File: config.mk
export PLATFORM = sky130hd
export DESIGN_NAME = ysyx_bus_arb
export DESIGN_NICKNAME = d
export VERILOG_FILES = /design/src/rtl/ysyx_bus_arb.sv
export SDC_FILE = /design/constraint.sdc
export NUM_CORES = 1
export LEC_CHECK = 0
export BUFFER_PORTS_ARGS = -buffer_cell sky130_fd_sc_hd__clkbuf_2
export CAP_MARGIN = 40
export CORE_AREA = 5 5 139 141
export CTS_CLUSTER_DIAMETER = 40
export CTS_CLUSTER_SIZE = 28
export DETAILED_ROUTE_END_ITERATION = 8
export DIE_AREA = 0 0 144 146
export GPL_TIMING_DRIVEN = 0
export SLEW_MARGIN = 20
export SYNTH_ARGS = -nofsm -noshare
export SYNTH_HDL_FRONTEND = slang
export SYNTH_SLANG_ARGS = --single-unit
File: constraint.sdc
create_clock -name clk -period 2.6 [get_ports clk]
set_clock_uncertainty 0.15 [all_clocks]
set_input_delay 0.26 -clock clk [delete_from_list [all_inputs] [get_ports clk]]
set_output_delay 0.26 -clock clk [all_outputs]
set_load 0.05 [all_outputs]
File: src/rtl/ysyx_bus_arb.sv
// Single-outstanding arbiter that merges the IFU fetch port and the LSU load/store
// ports onto one memory port, with round-robin between IFU and LSU.
module ysyx_bus_arb #(
    parameter int BIT_W = 32
) (
    input  logic             clk,
    input  logic             rst,
    input  logic [BIT_W-1:0] ifu_araddr,
    input  logic             ifu_arvalid,
    output logic [BIT_W-1:0] ifu_rdata,
    output logic             ifu_rvalid,
    input  logic [BIT_W-1:0] lsu_araddr,
    input  logic             lsu_arvalid,
    input  logic [7:0]       lsu_rstrb,
    output logic [BIT_W-1:0] lsu_rdata,
    output logic             lsu_rvalid,
    input  logic [BIT_W-1:0] lsu_awaddr,
    input  logic             lsu_awvalid,
    input  logic [BIT_W-1:0] lsu_wdata,
    input  logic [7:0]       lsu_wstrb,
    input  logic             lsu_wvalid,
    output logic             lsu_wready,
    output logic [BIT_W-1:0] mem_araddr,
    output logic             mem_arvalid,
    output logic [7:0]       mem_rstrb,
    input  logic             mem_arready,
    input  logic [BIT_W-1:0] mem_rdata,
    input  logic             mem_rvalid,
    output logic [BIT_W-1:0] mem_awaddr,
    output logic             mem_awvalid,
    output logic [BIT_W-1:0] mem_wdata,
    output logic [7:0]       mem_wstrb,
    output logic             mem_wvalid,
    input  logic             mem_wready
);

    typedef enum logic [2:0] {IDLE, RD_AR, RD_R, WR, RESP} state_t;
    typedef enum logic [1:0] {OWN_IFU, OWN_LD, OWN_ST} owner_t;

    state_t           r_state;
    state_t           w_next;
    owner_t           r_owner;
    logic             r_last_lsu;
    logic [BIT_W-1:0] r_addr;
    logic [BIT_W-1:0] r_wdata;
    logic [BIT_W-1:0] r_rdata;
    logic [7:0]       r_strb;

    logic w_st_req;
    logic w_lsu_req;
    logic w_any_req;
    logic w_grant_lsu;

    assign w_st_req    = lsu_awvalid & lsu_wvalid;
    assign w_lsu_req   = w_st_req | lsu_arvalid;
    assign w_any_req   = w_lsu_req | ifu_arvalid;
    // On a tie the side that did not win last time gets the bus.
    assign w_grant_lsu = w_lsu_req & (~ifu_arvalid | ~r_last_lsu);

    always_ff @(posedge clk) begin
        if (rst) begin
            r_state    <= IDLE;
            r_last_lsu <= 1'b0;
            r_rdata    <= '0;
        end else begin
            // NOTE: every sequential assignment uses <= so all registers update from
            // the same pre-edge values regardless of statement order.
            r_state <= w_next;
            if (r_state == IDLE && w_any_req) begin
                r_last_lsu <= w_grant_lsu;
            end
            if (r_state == RD_R && mem_rvalid) begin
                r_rdata <= mem_rdata;
            end
        end
    end

    // NOTE: the request payload is left unreset; it is only observed in states that
    // are reached after it has been loaded, so a reset term would be dead logic.
    always_ff @(posedge clk) begin
        if (r_state == IDLE && w_any_req) begin
            if (w_grant_lsu && w_st_req) begin
                r_owner <= OWN_ST;
                r_addr  <= lsu_awaddr;
                r_strb  <= lsu_wstrb;
                r_wdata <= lsu_wdata;
            end else if (w_grant_lsu) begin
                r_owner <= OWN_LD;
                r_addr  <= lsu_araddr;
                r_strb  <= lsu_rstrb;
            end else begin
                // Instruction fetches are always a full 32-bit word.
                r_owner <= OWN_IFU;
                r_addr  <= ifu_araddr;
                r_strb  <= 8'h0f;
            end
        end
    end

    always_comb begin
        // NOTE: defaults first so every path assigns every output and no latch forms.
        w_next      = r_state;
        mem_arvalid = 1'b0;
        mem_awvalid = 1'b0;
        mem_wvalid  = 1'b0;
        ifu_rvalid  = 1'b0;
        lsu_rvalid  = 1'b0;
        lsu_wready  = 1'b0;
        unique case (r_state)
            IDLE: begin
                if (w_any_req) begin
                    w_next = (w_grant_lsu && w_st_req) ? WR : RD_AR;
                end
            end
            RD_AR: begin
                mem_arvalid = 1'b1;
                if (mem_arready) w_next = RD_R;
            end
            RD_R: begin
                if (mem_rvalid) w_next = RESP;
            end
            WR: begin
                mem_awvalid = 1'b1;
                mem_wvalid  = 1'b1;
                if (mem_wready) w_next = RESP;
            end
            RESP: begin
                ifu_rvalid = (r_owner == OWN_IFU);
                lsu_rvalid = (r_owner == OWN_LD);
                lsu_wready = (r_owner == OWN_ST);
                w_next     = IDLE;
            end
            default: w_next = IDLE;
        endcase
    end

    assign mem_araddr = r_addr;
    assign mem_awaddr = r_addr;
    assign mem_rstrb  = r_strb;
    assign mem_wstrb  = r_strb;
    assign mem_wdata  = r_wdata;
    assign ifu_rdata  = r_rdata;
    assign lsu_rdata  = r_rdata;

endmodule

==> run summary <==
Longest Clk Path Bufs - 2
Fin Hold WS - 13.69 ps
RSZ-0062 raised after global routing - false
fillcell total - 1729
crit end category - flip-flop
LEAKAGE - 3.889 nW
# setup viols final - 0
measured slew at the worst slew-check pin - 646.0 ps
Hold Path Class - in -> reg
commonest non-fill, non-tap cell in the layout - clkbuf_2
DP Worst Slack - 270.3 ps
vias in the first global route - 5068
# rows - 49
post-synthesis sequential area ratio - 0.5868
syn nets - 681
worst-path maximum fanout - 23
power per standard cell area - 729.7 nW/um^2
Worst Path Required - 2500 ps
die span in y - 146 um
CTS buffer count - 9
DP HPWL - 14.03 mm
VDD IR max - 0.3873 mV
H-tree depth - 3
Die W - 144 um
Power Total - 0.005898 W
TritonRoute pass-1 iters - 4
post-route ant nets - 0
Worst Setup Start Kind - flip-flop
clk sinks - 110
Starting Density - 0.2811
drt drc - 0
layout cells sized above 1 - 0.5303
pin count of the biggest net entering global routing - 33
via-per-instance ratio - 4.167
initial antenna violation count - 0
CP delay by family, top - buffers and inverters
clk_lat worst skew - 340 ps
drt initial violations - 158
synthesized instance count - 496
Yosys reg bits - 110
Post-CTS Setup Bufs - 0
Final TNS setup - 0 ps
Area Growth Syn to Fin - 61.18%
yosys warns - 0
most frequent cells in the layout - 365 x clkbuf_2, 108 x nand2_1, 80 x a21oi_1
routed len/inst - 15.28 um
Register Area - 2943 um^2
WL final - 17.88 mm
WS Path Type - reg -> reg
Cell Area, Synth - 5015 um^2
GRT overflow - 0
clock slew at reported path FFs - 70 ps
DR vias - 4875
total global routing track utilization - 0.1638
top_reg_cell synth - edfxtp_1
Port Buffers - 365
Core Footprint - 17840 um^2
Buf+Inv Stages, Crit Path - 3
gpl congestion - 0.8043
library cells used by synthesis - 29
Fin. Hold Viols - 0
Highest Clock Rate - 458.5 MHz
number of synthesized flops with an enable pin - 74
outcome - finished clean
Worst Slack Setup Final - 418.9 ps
num ports - 367
slew margin rel. - 0.5687
WP data arrival - 2080 ps
ys async rst share - 0
CP peak stage delay - 410 ps
antenna fix cells - 0
Layout Nets - 1121
first-pass GRT wire length - 27.01 mm
Multi-input gate area - 1320 um^2
CTS Root Cell - clkbuf_16
Syn Area/Cell - 10.11 um^2
Tmin final - 2181 ps
CTS tree - done
crit path max-delay cell type - inv_2
Final Cycle Share - 0.8389
Max Slew Vio Count - 0
DIE AREA - 21020 um^2
CP cell instances - clkbuf_1 > nor3_1 > o21ai_1 > inv_2 > buf_12
Max-Cap Viols - 0
## state kept, by name (all words and copies together) (netlist names)
register,flops
ifu_rdata,32
mem_araddr,32
mem_wdata,32
mem_rstrb,8
r_state,3
r_owner,2
r_last_lsu,1
## worst reg2reg max path: stages, from the launching register on
cell and delay [ps]:
dfxtp_1 310, clkbuf_1 180, nor3_1 400, o21ai_1 180
inv_2 410, buf_12 250
## per-layer routing
layer	track usage	wire, um	share of wire
met3	0.05422	1811	0.10
met4	0.03908	257	0.014
met1	0.1849	6911	0.39
met5	0	0	0
met2	0.2952	8898	0.50
## power by group
group / switching, W / total [W] / internal (W)
registers: 0.000114 / 0.00223 / 0.00212
clock network: 0.000708 / 0.00139 / 0.000685
logic: 0.00161 / 0.00227 / 0.000658
## final cells by class
cell class | count | area share
Buffer | 101 | 0.09118
Multi-Input combinational cell | 281 | 0.1633
Tap cell | 229 | 0.03545
Clock buffer | 9 | 0.02786
Sequential cell | 110 | 0.3641
Clock inverter | 7 | 0.009752
Inverter | 4 | 0.001858
Timing Repair Buffer | 429 | 0.3065
## stage by stage
stage / util / cell area, um^2 / std cells
after CTS: 0.4530 / 8083 / 1170
after global routing: 0.4530 / 8083 / 1170
after global placement: 0.3995 / 7128 / 1090
final: 0.4530 / 8083 / 1170
after floorplan: - / 5015 / 496
after detailed placement: 0.4007 / 7148 / 1091
## path summary, 6_finish.rpt
kind | cells past startpoint | from | slack, ps | to
max | 5 | r_state[1] | 420 | mem_araddr[2]
min | 3 | mem_rdata[15] | 10 | ifu_rdata[15]
max reg2reg | 5 | r_state[1] | 420 | mem_araddr[2]
min reg2reg | 2 | ifu_rdata[14] | 320 | ifu_rdata[14]
## kinds of logic after synthesis
group,share of synthesized area
buffers and inverters,0.1499
AND/OR/NAND/NOR,0.1417
flip-flops,0.5868
AO/OA/AOI/OAI,0.1195
multiplexers,0.001996
## cells in the mapped netlist, types with 3 or more instances
cell      instances  area (um^2)
nand2_1         108        405.4
nand3_1           6        30.03
nor3b_1           5        37.54
buf_2            10        50.05
nor3_1            6        30.03
buf_6             5        56.30
clkbuf_1          8        30.03
nor2_1           43        161.4
a21oi_1          80        400.4
dfxtp_1          36        720.7
inv_1             3        11.26
buf_4            76        570.6
edfxtp_1         74         2222
o21ai_0           3        15.01
a21oi_2          18        157.7
## repair_timing
| action | CTS | global route |
|---|---|---|
| hold buffers | 63 | 0 |
| gates resized for setup | 0 | 0 |
| hold endpoints to repair | 63 | 0 |
Power figures use the tool's default switching activity.
